`config.mk`:
```
export PLATFORM = sky130hd
export DESIGN_NAME = blackjack_round_ctrl
export DESIGN_NICKNAME = d
export VERILOG_FILES = /design/src/rtl/blackjack_round_ctrl.sv
export SDC_FILE = /design/constraint.sdc
export NUM_CORES = 1
export LEC_CHECK = 0
export ABC_AREA = 1
export BUFFER_PORTS_ARGS = -buffer_cell sky130_fd_sc_hd__buf_2
export CORE_ASPECT_RATIO = 0.6
export CORE_MARGIN = 2
export CORE_UTILIZATION = 40
export DETAILED_ROUTE_END_ITERATION = 12
export PLACE_DENSITY_LB_ADDON = 0.2
export RECOVER_POWER = 50
export SLEW_MARGIN = 10
export SYNTH_ARGS = -nofsm -noshare
export SYNTH_HDL_FRONTEND = slang
export SYNTH_SLANG_ARGS = --single-unit
```
`constraint.sdc`:
```
create_clock -name CLOCK_50 -period 3.3 [get_ports CLOCK_50]
set_clock_uncertainty 0.2 [all_clocks]
set_input_delay 0 -clock CLOCK_50 [delete_from_list [all_inputs] [get_ports CLOCK_50]]
set_output_delay 0 -clock CLOCK_50 [all_outputs]
set_load 0.02 [all_outputs]
```
`src/rtl/blackjack_round_ctrl.sv`:
```
// Blackjack round sequencer: button edge detection, card req/ack handshake with the deck,
// soft/hard hand totals and round resolution.
module blackjack_round_ctrl (
  input  logic       CLOCK_50,
  input  logic       resetn,
  input  logic       deal_btn,
  input  logic       hit_btn,
  input  logic       stand_btn,
  output logic       card_req,
  input  logic       card_ack,
  input  logic [3:0] card_value,
  output logic       card_to_dealer,
  output logic [4:0] player_total,
  output logic [4:0] dealer_total,
  output logic       dealer_hidden,
  output logic [1:0] result,
  output logic       round_done
);

  typedef enum logic [3:0] {
    StIdle, StDealP1, StDealD1, StDealP2, StDealD2, StCheckNat,
    StPlayerTurn, StPlayerDraw, StDealerDraw, StResolve, StDone
  } state_e;

  state_e      state_q, state_d;
  logic        req_q, req_d;
  logic [4:0]  p_hard_q, p_hard_d, d_hard_q, d_hard_d;
  logic        p_ace_q, p_ace_d, d_ace_q, d_ace_d;
  logic        p_nat_q, p_nat_d, d_nat_q, d_nat_d;
  logic        hidden_q, hidden_d;
  logic [1:0]  result_q, result_d;

  // Buttons packed as {deal, hit, stand}
  logic [2:0]  btn_meta_q, btn_sync_q, btn_prev_q, btn_pulse;
  logic        deal_pulse, hit_pulse, stand_pulse;

  logic [4:0]  card_pts;
  logic        card_is_ace;
  logic [4:0]  p_eff, d_eff, p_eff_new;

  function automatic logic [4:0] eff_total(input logic [4:0] hard, input logic ace);
    return (ace && hard <= 5'd11) ? hard + 5'd10 : hard;
  endfunction

  assign btn_pulse   = btn_sync_q & ~btn_prev_q;
  assign deal_pulse  = btn_pulse[2];
  assign hit_pulse   = btn_pulse[1];
  assign stand_pulse = btn_pulse[0];

  assign card_pts    = (card_value == 4'd0 || card_value > 4'd10) ? 5'd10 : {1'b0, card_value};
  assign card_is_ace = (card_pts == 5'd1);
  assign p_eff       = eff_total(p_hard_q, p_ace_q);
  assign d_eff       = eff_total(d_hard_q, d_ace_q);
  assign p_eff_new   = eff_total(p_hard_q + card_pts, p_ace_q | card_is_ace);

  always_ff @(posedge CLOCK_50 or negedge resetn) begin
    if (!resetn) begin
      state_q    <= StIdle;
      req_q      <= 1'b0;
      p_hard_q   <= '0;
      d_hard_q   <= '0;
      p_ace_q    <= 1'b0;
      d_ace_q    <= 1'b0;
      p_nat_q    <= 1'b0;
      d_nat_q    <= 1'b0;
      hidden_q   <= 1'b0;
      result_q   <= '0;
      btn_meta_q <= '0;
      btn_sync_q <= '0;
      btn_prev_q <= '0;
    end else begin
      state_q    <= state_d;
      req_q      <= req_d;
      p_hard_q   <= p_hard_d;
      d_hard_q   <= d_hard_d;
      p_ace_q    <= p_ace_d;
      d_ace_q    <= d_ace_d;
      p_nat_q    <= p_nat_d;
      d_nat_q    <= d_nat_d;
      hidden_q   <= hidden_d;
      result_q   <= result_d;
      btn_meta_q <= {deal_btn, hit_btn, stand_btn};
      btn_sync_q <= btn_meta_q;
      btn_prev_q <= btn_sync_q;
    end
  end

  always_comb begin
    state_d  = state_q;
    req_d    = 1'b0;
    p_hard_d = p_hard_q;
    d_hard_d = d_hard_q;
    p_ace_d  = p_ace_q;
    d_ace_d  = d_ace_q;
    p_nat_d  = p_nat_q;
    d_nat_d  = d_nat_q;
    hidden_d = hidden_q;
    result_d = result_q;
    case (state_q)
      StIdle, StDone: begin
        if (deal_pulse) begin
          p_hard_d = '0;
          d_hard_d = '0;
          p_ace_d  = 1'b0;
          d_ace_d  = 1'b0;
          p_nat_d  = 1'b0;
          d_nat_d  = 1'b0;
          result_d = '0;
          hidden_d = 1'b1;
          req_d    = 1'b1;
          state_d  = StDealP1;
        end
      end
      StDealP1, StDealD1, StDealP2, StDealD2, StPlayerDraw: begin
        // Request drops for one cycle after every accepted card
        if (!(req_q && card_ack)) begin
          req_d = 1'b1;
        end else begin
          if (card_to_dealer) begin
            d_hard_d = d_hard_q + card_pts;
            d_ace_d  = d_ace_q | card_is_ace;
          end else begin
            p_hard_d = p_hard_q + card_pts;
            p_ace_d  = p_ace_q | card_is_ace;
          end
          case (state_q)
            StDealP1: state_d = StDealD1;
            StDealD1: state_d = StDealP2;
            StDealP2: state_d = StDealD2;
            StDealD2: state_d = StCheckNat;
            default: begin
              if (p_eff_new > 5'd21) begin
                hidden_d = 1'b0;
                state_d  = StResolve;
              end else if (p_eff_new == 5'd21) begin
                hidden_d = 1'b0;
                state_d  = StDealerDraw;
              end else begin
                state_d  = StPlayerTurn;
              end
            end
          endcase
        end
      end
      StCheckNat: begin
        p_nat_d = (p_eff == 5'd21);
        d_nat_d = (d_eff == 5'd21);
        if (p_eff == 5'd21 || d_eff == 5'd21) begin
          hidden_d = 1'b0;
          state_d  = StResolve;
        end else begin
          state_d  = StPlayerTurn;
        end
      end
      StPlayerTurn: begin
        if (stand_pulse) begin
          hidden_d = 1'b0;
          state_d  = StDealerDraw;
        end else if (hit_pulse) begin
          req_d   = 1'b1;
          state_d = StPlayerDraw;
        end
      end
      StDealerDraw: begin
        // With req low the totals are current, so that cycle decides draw vs. stand
        if (req_q) begin
          if (card_ack) begin
            d_hard_d = d_hard_q + card_pts;
            d_ace_d  = d_ace_q | card_is_ace;
          end else begin
            req_d = 1'b1;
          end
        end else if (d_eff >= 5'd17) begin
          state_d = StResolve;
        end else begin
          req_d = 1'b1;
        end
      end
      StResolve: begin
        if (p_eff > 5'd21)            result_d = 2'd2;
        else if (d_eff > 5'd21)       result_d = 2'd1;
        else if (p_nat_q && !d_nat_q) result_d = 2'd1;
        else if (d_nat_q && !p_nat_q) result_d = 2'd2;
        else if (p_eff > d_eff)       result_d = 2'd1;
        else if (p_eff < d_eff)       result_d = 2'd2;
        else                          result_d = 2'd3;
        state_d = StDone;
      end
      default: state_d = StIdle;
    endcase
  end

  always_comb begin
    card_req       = req_q;
    card_to_dealer = (state_q == StDealD1) || (state_q == StDealD2) ||
                     (state_q == StDealerDraw);
    player_total   = p_eff;
    dealer_total   = d_eff;
    dealer_hidden  = hidden_q;
    result         = result_q;
    round_done     = (state_q == StDone);
  end

endmodule

```
==> key figures <==
Status
  • Status: finished, violations left
  • Failing checks: capacitance limit, slew limit

Pwr
  • Max VDD drop: roughly 0.43 mV
  • Seq pwr share: between 20% and 30%
  • Switching portion of total power: 56.1%
  • Combinational share of power: 68.8%
  • Sw Pwr: 1650 uW
  • Power Density: roughly 1000 mW/mm^2
  • Internal Pwr Total: ~1300 uW
  • Pleak: about 0.0016 uW
  • Clk pwr share: roughly 10%

Synthesis
  • Seq/Total Area, Yosys: 31.0%
  • Synth Area per Inst: between 6 and 7 sq um
  • Syn Nets: between 300 and 400
  • Syn Inst Count: 361
  • #FFs+latches synth: 31
  • Cell taking the most area after synthesis: dfrtp_1
  • Synth Warn #: 0
  • Yosys cell types: 33
  • Cell area after synthesis: ~0.0025 sq mm
  • Largest cells by area after synthesis: dfrtp_1, nand2_1, ha_1, inv_1, nand3_1
  • Post-synth top area share: around 31%

Placed design
  • DP HPWL: approximately 5200 microns
  • Setup WS pre-CTS: ~0.18 ns
  • GPL Wtd Cong: roughly 0.9
  • Placed Area: 0.00273 sq mm
  • Port bufs: 25

Worst setup path
  • CP Cell Sequence: ha_1, fa_1, nand3_1, nand2_2, ha_1, nand3_1, nand2_1, nand2_2, nand3_4, nand2_1, nand2_1, nand2_1, nor2_1, nor2_1, nand2_1, nand3_1, nand2_1, nand2_1, nand2_1
  • Worst Path Required: around 3.3 ns
  • Worst Reg-to-Reg Cells: 19
  • Critical path endpoint category: flop
  • Startpoint type of the worst setup path: flop
  • Arr. time, crit path: 2.98 ns
  • CP Max Fanout: 7
  • Critical Path Source: p_hard_q[0]$_DFFE_PN0P_
  • Worst Path Buf+Inv: 0
  • Critical path class: flop to flop
  • Worst R2R Setup Slack: roughly 0.3 ns
  • R2R Path End: state_q[0]$_DFFE_PN0P_
  • Reg2reg start: p_hard_q[0]$_DFFE_PN0P_
  • Cell mode on critical path: nand2_1
  • Slowest-stage cell, CP: dfrtp_1
  • Cell family with most CP delay: simple AND/OR/NAND/NOR gates
  • Crit-path max cell delay: 0.44 ns

CTS
  • Clock buffer depth: 2
  • Clock-pin slew on the worst setup and hold paths: roughly 0.070 ns
  • Post-CTS Setup Bufs: 0
  • Clock Sinks: 31
  • Clock Latency Late Sink: between 0.2 and 0.3 ns
  • CTS root buffer: clkbuf_8
  • # H-tree levels: 2
  • CTS tree: yes
  • CTS Buf Count: 5

Timing
  • Final setup violation count: 0
  • Fin crit period: 3.00 ns
  • Slew Viols, Final: 32
  • Period Utilization, post-route: roughly nine tenths
  • Final WS setup: 0.299 ns
  • Setup TNS: 0 ns
  • Slew HR: -16.9%
  • Final Hold Viols: 0
  • Unrepaired setup endpoints after global routing: false
  • Worst slew pin tran: roughly 1.8 ns
  • Max Clk Rate: 333 MHz

Cells and area
  • Area Growth Syn to Fin: 14.6%
  • NumNets Final: roughly 430
  • Finished Cell Area: around 0.0029 sq mm
  • Layout cells sized above 1: between 10% and 20%
  • Antenna cell count: 0
  • Most frequent cells in the layout: nand2_1, inv_1, nand3_1
  • Filler Cell Count: 626
  • Final core occ: between 40% and 50%
  • Commonest non-fill, non-tap cell in the layout: nand2_1

Worst hold path
  • Hold EP: d_ace_q$_DFFE_PN0P_
  • Hold Crit Class: primary input to flop
  • WHS Path Cells: 5
  • Worst hold start: card_value[0]

Drt
  • Routed wire per std cell: 13.6 microns
  • Total Wirelength: ~6600 microns
  • DR vias: ~2400
  • Initial DRT Pass Iterations: 4
  • DR iter-0 viols: 153
  • Antenna-violating nets left: 0
  • DRC: 0
  • DR vias/cell: between 5 and 6

Floorplanning
  • Total die area: between 0.006 and 0.007 sq mm
  • Rows: 22
  • Die height: roughly 65 microns
  • Core Region: 0.00608 sq mm
  • Initial core utilization: 41.1%
  • Die W: 106 microns
  • Num ports: 26

Run
  • Max-Cap Viols: 1

Global routing
  • Vias in the first global route: 2273
  • First-pass GRT wire length: 11200 microns
  • Antenna violations before repair: 0
  • Largest net degree at the start of global routing: 32
  • Global Route Usage Sum: approximately a fifth
  • Total global routing overflow: 0
[state kept, by name, summed over array words and instances, names as in the netlist]
register,count
p_hard_q,5
state_q,4
result,2
d_nat_q,1
dealer_hidden,1
p_nat_q,1
d_ace_q,1
btn_meta_q,3
p_ace_q,1
card_req,1
btn_prev_q,3
btn_sync_q,3
d_hard_q,5
[stage by stage]
step                      cells  hold WS (ns)  power, uW
after floorplan             361        -0.496       2100
after global placement      470       -0.0976       2560
after detailed placement    470       -0.0952       2600
after CTS                   483        0.0161       2930
after global routing        483        0.0306       3260
final                       483        0.0251       2940
[layout make-up]
class                   count  area (sq um)  area share [%]
clock buffers               5          68.8            2.40
clock inverters             3          20.0           0.698
inverters                  65           244            8.51
multi-input cells         263          1470            51.2
flip-flops and latches     31           776            27.1
well taps                  84           105            3.67
repair buffers             32           184            6.42
[worst register-to-register path: cells and delay by family, from the launching register on]
kind	cells	cell delay, ns
fa+ha+maj	3	0.89
flops	1	0.44
simple gates	16	1.38
[kinds of logic (layout without fill, tap and decap cells)]
| group | after synthesis | in the layout | synth area share (%) |
|---|---|---|---|
| DFF | 31 | 31 | 31.0 |
| buffers and inverters | 67 | 105 | 10.4 |
| and+or+nand+nor | 193 | 193 | 35.1 |
| xor gates and xnor gates | 4 | 4 | 1.40 |
| AOI/OAI and AO/OA | 47 | 47 | 12.0 |
| adders and majority gates | 19 | 19 | 10.1 |
[per-layer routing]
| layer | share of wire, % | vias up | track usage [%] |
|---|---|---|---|
| met5 | 0 | - | 0 |
| met4 | 0.73 | 0 | 4.28 |
| met3 | 5.5 | 6 | 4.27 |
| met2 | 38 | 52 | 29.3 |
| met1 | 56 | 1114 | 32.6 |
| li1 | - | 1246 | - |
[what timing repair did]
action / in CTS / in global routing
hold buffers: 5 / 0
endpoints found under the hold margin: 35 / 0
endpoints found under the setup margin: 0 / 3
gates resized for setup: 0 / 1
[power by group through the flow]
stage	combinational, uW	sequential [uW]	clock, uW
final	2020	615	304
after global routing	2290	631	334
after CTS	2000	612	315
after detailed placement	1980	618	0
after global placement	1950	616	0
after floorplan	1500	603	0
[synth_stat cells]
master and count:
nand2_1 97, inv_1 55, nand3_1 36, dfrtp_1 31, nor2_1 25, ha_1 17
a21oi_1 11, o21ai_0 11, inv_2 10, nand4_1 9, o22ai_1 8, nand2_2 7
nor2_2 6, nor3_1 6, o21ai_1 6, xor2_1 4, a21oi_2 2, buf_4 2
fa_1 2, nand2_4 2, o21ai_2 2, a211oi_4 1, a21oi_4 1, a22o_1 1
a31oi_1 1, nand3_2 1, nand3_4 1, nand3b_1 1, nor4_1 1, nor4b_1 1
o2111ai_1 1, o211ai_1 1, o21a_1 1
[worst max-delay path by stage]
stage | end | cells past startpoint
after global routing | state_q[3]$_DFFE_PN0P_ | 19
after global placement | state_q[0]$_DFFE_PN0P_ | 25
final | state_q[0]$_DFFE_PN0P_ | 19
after detailed placement | state_q[0]$_DFFE_PN0P_ | 25
after CTS | state_q[0]$_DFFE_PN0P_ | 19
after floorplan | result[1]$_DFFE_PN0P_ | 16
Power figures use the tool's default switching activity.
